## src/rtl/io_port_sequencer_pkg.sv

```systemverilog
// Shared types and default sizing for the I/O port sequencer.
package io_port_sequencer_pkg;

  localparam int IO_N   = 4;
  localparam int IO_M   = 1 << IO_N;
  localparam int IO_TMO = 8;

  typedef enum logic [1:0] {
    IDLE,
    SETUP,
    ACCESS,
    HOLD
  } io_state_t;

endpackage

```

## src/rtl/io_onehot_dec.sv

```systemverilog
// Combinational N-to-M one-hot decoder for the port select bus.
module io_onehot_dec
  import io_port_sequencer_pkg::*;
#(
  parameter int N = IO_N,
  parameter int M = IO_M
) (
  input  logic [N-1:0] addr,
  output logic [M-1:0] sel
);

  // NOTE: assigning a default before the indexed write keeps this block free of latches.
  always_comb begin
    sel       = '0;
    sel[addr] = 1'b1;
  end

endmodule

```

## src/rtl/io_port_sequencer.sv

```systemverilog
// Sequences one CPU I/O request into a SETUP/ACCESS/HOLD bus cycle on a
// one-hot selected peripheral port, with an acknowledge timeout.
module io_port_sequencer
  import io_port_sequencer_pkg::*;
#(
  parameter int N   = IO_N,
  parameter int M   = IO_M,
  parameter int TMO = IO_TMO
) (
  input  logic         clk,
  input  logic         reset,
  input  logic         io_req,
  input  logic         io_we,
  input  logic [N-1:0] io_addr,
  input  logic [3:0]   io_wdata,
  output logic         io_busy,
  output logic         io_done,
  output logic         io_err,
  output logic [3:0]   io_rdata,
  output logic [M-1:0] port_sel,
  output logic         port_wr,
  output logic         port_rd,
  output logic [3:0]   port_wdata,
  input  logic [3:0]   port_rdata,
  input  logic         port_ack
);

  io_state_t   state, state_nxt;
  logic        we_q;
  logic        err_q;
  logic [3:0]  wait_cnt;
  logic [M-1:0] sel_dec;
  logic        start;
  logic        acc_ack;
  logic        acc_tmo;

  io_onehot_dec #(.N(N), .M(M)) u_dec (
    .addr (io_addr),
    .sel  (sel_dec)
  );

  assign start   = (state == IDLE) && io_req;
  assign acc_ack = (state == ACCESS) && port_ack;
  // An ack arriving on the last allowed cycle takes priority over the timeout.
  assign acc_tmo = (state == ACCESS) && !port_ack && (wait_cnt == 4'(TMO - 1));

  // NOTE: sequential state uses non-blocking assignments so every register samples pre-edge values.
  always_ff @(posedge clk or posedge reset) begin
    if (reset) state <= IDLE;
    else       state <= state_nxt;
  end

  always_comb begin
    state_nxt = state;
    case (state)
      IDLE:    if (io_req) state_nxt = SETUP;
      SETUP:   state_nxt = ACCESS;
      ACCESS:  if (acc_ack || acc_tmo) state_nxt = HOLD;
      HOLD:    state_nxt = IDLE;
      default: state_nxt = IDLE;
    endcase
  end

  always_ff @(posedge clk or posedge reset) begin
    if (reset) begin
      port_sel   <= '0;
      port_wdata <= '0;
      we_q       <= 1'b0;
      err_q      <= 1'b0;
      wait_cnt   <= '0;
      io_rdata   <= '0;
    end else begin
      if (start) begin
        port_sel   <= sel_dec;
        port_wdata <= io_wdata;
        we_q       <= io_we;
        err_q      <= 1'b0;
      end else if (state == HOLD) begin
        port_sel <= '0;
      end

      if (state == SETUP)       wait_cnt <= '0;
      else if (state == ACCESS) wait_cnt <= wait_cnt + 4'd1;

      if (acc_ack && !we_q) io_rdata <= port_rdata;
      if (acc_tmo)          err_q    <= 1'b1;
    end
  end

  // Strobes decode straight from state so an async reset drops them at once.
  assign io_busy = (state != IDLE);
  assign io_done = (state == HOLD);
  assign io_err  = (state == HOLD) && err_q;
  assign port_wr = (state == ACCESS) && we_q;
  assign port_rd = (state == ACCESS) && !we_q;

endmodule

```

## config.mk

```make
export PLATFORM = sky130hd
export DESIGN_NAME = io_port_sequencer
export DESIGN_NICKNAME = d
export VERILOG_FILES = /design/src/rtl/io_port_sequencer_pkg.sv /design/src/rtl/io_onehot_dec.sv /design/src/rtl/io_port_sequencer.sv
export SDC_FILE = /design/constraint.sdc
export NUM_CORES = 1
export LEC_CHECK = 0
export ABC_AREA = 1
export BUFFER_PORTS_ARGS = -buffer_cell sky130_fd_sc_hd__clkbuf_2
export CAP_MARGIN = 5
export CORE_MARGIN = 3
export CORE_UTILIZATION = 45
export DETAILED_ROUTE_END_ITERATION = 8
export GPL_TIMING_DRIVEN = 0
export PLACE_DENSITY = 0.72
export SYNTH_ARGS = -nofsm -noshare
export SYNTH_HDL_FRONTEND = slang
export SYNTH_SLANG_ARGS = --single-unit
```

## constraint.sdc

```tcl
create_clock -name clk -period 2.8 [get_ports clk]
set_input_delay 0.14 -clock clk [delete_from_list [all_inputs] [get_ports clk]]
set_output_delay 0.14 -clock clk [all_outputs]
set_load 0.1 [all_outputs]
```

# Yosys cells after proc, flatten, opt, wreduce, memory -nomap -nowiden
# Index checks and enable logic that the tools add are counted.
# classes
n_addsub,1
order_cmp,2
reduce_logical,18
n_eq_ne,6
muxes,11
# ops
op,n
$mux W16,2
$logic_and A1 B1 Y1,9
$mux W4,2
$pmux W2 S4,1
$reduce_bool A2 Y1,4
$lt A4 B5 Y1 const B,1
$add A4 B1 Y4 const B,1
$demux W1 S4,1
$eq A2 B2 Y1 const B,2
$eq A4 B3 Y1 const B,1
$ge A4 B1 Y1 const B,1
$mux W2,2
$ne A2 B2 Y1 const B,2
$mux W1,3
$eq A2 B1 Y1 const B,1
$logic_not A1 Y1,2
$logic_not A2 Y1,1
$reduce_and A2 Y1,1
$logic_or A1 B1 Y1,1
# word_totals
output_inout_bits,29
register_bits,32
wordCells,45
in_bits,17

# Depth between registers and ports, before layout
# depth
depth_word,6
depth_mapped,8
ltp_nobuf,8

# Cells and area by module
# From an unflattened synthesis, not the netlist that was laid out.
# hier_totals
cells_unflattened,194
area_unflattened_um2,1536.5
# by_module_without_submodules
mod,area_per_inst_um2,instances,seq_area_each_um2,cells_per_inst
io_port_sequencer,1431.4,1,800.8,166
io_onehot_dec,105.1,1,0.0,28

# Least setup slack after synthesis
# OpenSTA, ideal clock, no wires.
# synth_path
kind,reg-to-output
from,register state[0]
to,output port io_err
stages_incl_launch_ff,4
t_required_ns,2.660
t_arrival_ns,2.035
path_buffers,0
setup_slack_ns,0.625
cell_sequence,dfrtp_1 ha_1 nand2_1 inv_1
# synth_via
elab_chain_cells,2
# synth_lines
item,line_no,text
from (decl),io_port_sequencer.sv:28,"io_state_t state, state_nxt;"
from (signal assigned),io_port_sequencer.sv:50,else state <= state_nxt;
$eq A2 B2 Y1,--,
named net io_done,io_port_sequencer.sv:17,"output logic io_done,"
$logic_and A1 B1 Y1,io_port_sequencer.sv:93,assign io_err = (state == HOLD) && err_q;
to (decl),io_port_sequencer.sv:18,"output logic io_err,"
# The timed path passes the listed nets, and every way through them passes these cells.

# Worst setup path in the final report
# layout_path
from,register state[0]
to,output port port_rd
# layout_via
elab_chain_cells,2
# layout_lines
item,line_no,text
$eq A2 B2 Y1,io_port_sequencer.sv:95,assign port_rd = (state == ACCESS) && !we_q;
$logic_and A1 B1 Y1,io_port_sequencer.sv:95,
to (decl),io_port_sequencer.sv:22,"output logic port_rd,"
# No other way between the ends.

==> out/results.ini <==
[floorplanning]
coreArea_um2=2880
io_pins=46
start_util_pct=49.4
die_h_um=62.2
die_x_um=62.2
rows=19
dieArea_um2=3870

[sta]
maxClockFrequency_mhz=508
relSlewSlack_pct=63.9
finalHoldViolations=0
fin_skew_ns=0.0101
slew_viol_final=0
period_needed_ns=1.97
setup_viol=0
rsz0062_at_grt=false
tns_ns=0
tightest_slew_ns=0.544
period_share_pct=70.3

[synthesis]
synth_top_area_share_pct=56.3
ys_seq_area_share_pct=56.3
yosys.area_share.simple_pct=27.2
syn_nets=183
synth_area_leaders=dfrtp_1, nand2_1, o21ai_0, ha_1, inv_1
synth_warnings=0
synth_top_area_cell=dfrtp_1
synthesis.instances=161
synth_top_family_by_area=simple AND/OR/NAND/NOR gates
synth_mux_area_share_pct=0.704
ys_types=20
synth_seq_cells=32
synth_compound_area_share_pct=6.25
avgSynthCellArea_um2=8.83
netlist_area_um2=1420
synth_fa_ha_area_share_pct=4.40
synth_xor_area_share_pct=0

[routing]
route.met2.wl_um=1470
drtAntennaViolNets=0
avgViaCountPerCell=4.71
drtIter0Drc=49
wirelength_um=2970
highest_layer=met4
drc=0
wl_met1_um=1280
wire_per_inst_um=11.5
firstDrtPassIters=4
wl_met3_um=178
vias=1216

[critical_path]
critPathTopFamily=buffers and inverters
crit_top_cell=inv_1
crit_buf_inv=3
r2r-end=port_sel[3]
cp_slowest_stage_delay_ns=0.51
r2r-start=state[0]
end_kind=output port
required_ns=2.66
path_cells=inv_1 -> ha_1 -> inv_1 -> nor2_2 -> clkbuf_2
crit_path_start_kind=flip-flop
worst_path_max_delay_cell=clkbuf_2
rr_worst_depth=8
reg2reg_slack_ns=1.36
arrival_ns=1.83
cp_max_fo=6
worstSetupPathType=reg2out

[cts]
cts_resized=0
htreeDepth=2
cts_made_buffers=5
post-cts-setup-buffer-count=0
clk_pin_slew_ns=0.10
cts.hold.buffers_added=1
cts_tree=done
cts-root-buf=clkbuf_4
cts_buffer_depth=2
cts.sinks=32
clk_latency_ns=0.32

[placement]
dp_hpwl_um=2290
io_buffers=45
gp_congestion=0.796
dpl-instance-area_um2=1700

[hold_path]
hold_end=we_q
min-delay-start=io_we
hold_path_class=in2reg
hold_path_depth=3

[layout]
fill_cells=256
final_nets=238
diodes=0
final_area_um2=1810
syn2layout_area_growth_pct=27.5
drive_above_1_share_pct=27.8

[grt]
grt_pass1_wl_um=5310
grt_max_degree=33
antenna_found_initial=0
gr-total-overflow=0
grt_usage_pct=16.8
grt_pass1_vias=1250

[run_status]
status=finished clean

[job]
cap_violations=0

-- cells in the final DEF (no fill, tap or decap), types with 2 or more instances in the layout --
cell type | Yosys | routed
clkbuf_2 | 0 | 45
clkbuf_4 | 0 | 5
clkbuf_8 | 0 | 2
dfrtp_1 | 32 | 32
dlygate4sd3_1 | 0 | 2
ha_1 | 5 | 5
inv_1 | 14 | 14
nand2_1 | 66 | 66
nand3_1 | 9 | 9
nor2_1 | 8 | 8
o21ai_0 | 14 | 14
-- layer usage --
metal / global-route usage, % / vias up
met4: 6.63 / 0
met3: 4.68 / 5
met2: 28.8 / 36
li1: - / 616
met1: 20.1 / 559
met5: 0 / -
-- tightest hold or removal path, delay by kind of cell --
kind / cells / cell delay [ns]
buffers and inverters: 1 / 0.07
and+or+nand+nor: 2 / 0.09
-- area by class of cell --
cell class | count | area [um^2] | share of cell area (%)
Buffer | 1 | 11.3 | 0.622
Clock buffer | 7 | 65.1 | 3.59
Inverter | 15 | 61.3 | 3.38
Multi-Input combinational cell | 113 | 548 | 30.2
Sequential cell | 32 | 801 | 44.2
Tap cell | 42 | 52.6 | 2.90
Timing Repair Buffer | 48 | 273 | 15.1
-- through the flow --
stage	utilization, %	setup slack, ns	hold WS [ns]	cells
after floorplan	-	0.625	0.250	161
after global placement	59.1	1.24	0.336	248
after detailed placement	59.1	1.17	0.342	248
after CTS	61.7	0.799	0.00520	256
after global routing	63.0	0.698	0.0181	258
final	63.0	0.833	0.0217	258
-- logic make-up after synthesis --
| logic type | after synthesis |
|---|---|
| and+or+nand+nor | 90 |
| DFF | 32 |
| AOI/OAI and AO/OA | 17 |
| buffers and inverters | 16 |
| adders and majority gates | 5 |
| muxes | 1 |
-- synthesized netlist by cell type (all sizes together) --
| master | n |
|---|---|
| dfrtp | 32 |
| inv | 15 |
| or2 | 2 |
| nand4 | 1 |
| buf | 1 |
| mux2i | 1 |
| ha | 5 |
| nor3 | 1 |
| nand3 | 9 |
| a21oi | 1 |
| nor2 | 10 |
| nand2 | 67 |
| o21ai | 16 |
-- worst max path at each step --
stage / cells after the start / slack, ns / start / to
5_1_grt: 5 / 0.70 / state[0] / port_rd
2_1_floorplan: 3 / 0.62 / state[0] / io_err
3_5_place_dp: 5 / 1.17 / state[0] / port_rd
6_report: 5 / 0.83 / state[0] / port_rd
3_3_place_gp: 5 / 1.24 / state[0] / port_rd
4_1_cts: 5 / 0.80 / state[0] / port_rd
-- flip-flops by register name, indices dropped and copies added, names as in the netlist --
signal / cells
state: 2
wait_cnt: 4
port_wdata: 4
err_q: 1
port_sel: 16
we_q: 1
io_rdata: 4
Power is left out: the tool's default activity adds up to more than one toggle a clock period on the data nets, which glitch-free logic cannot reach.
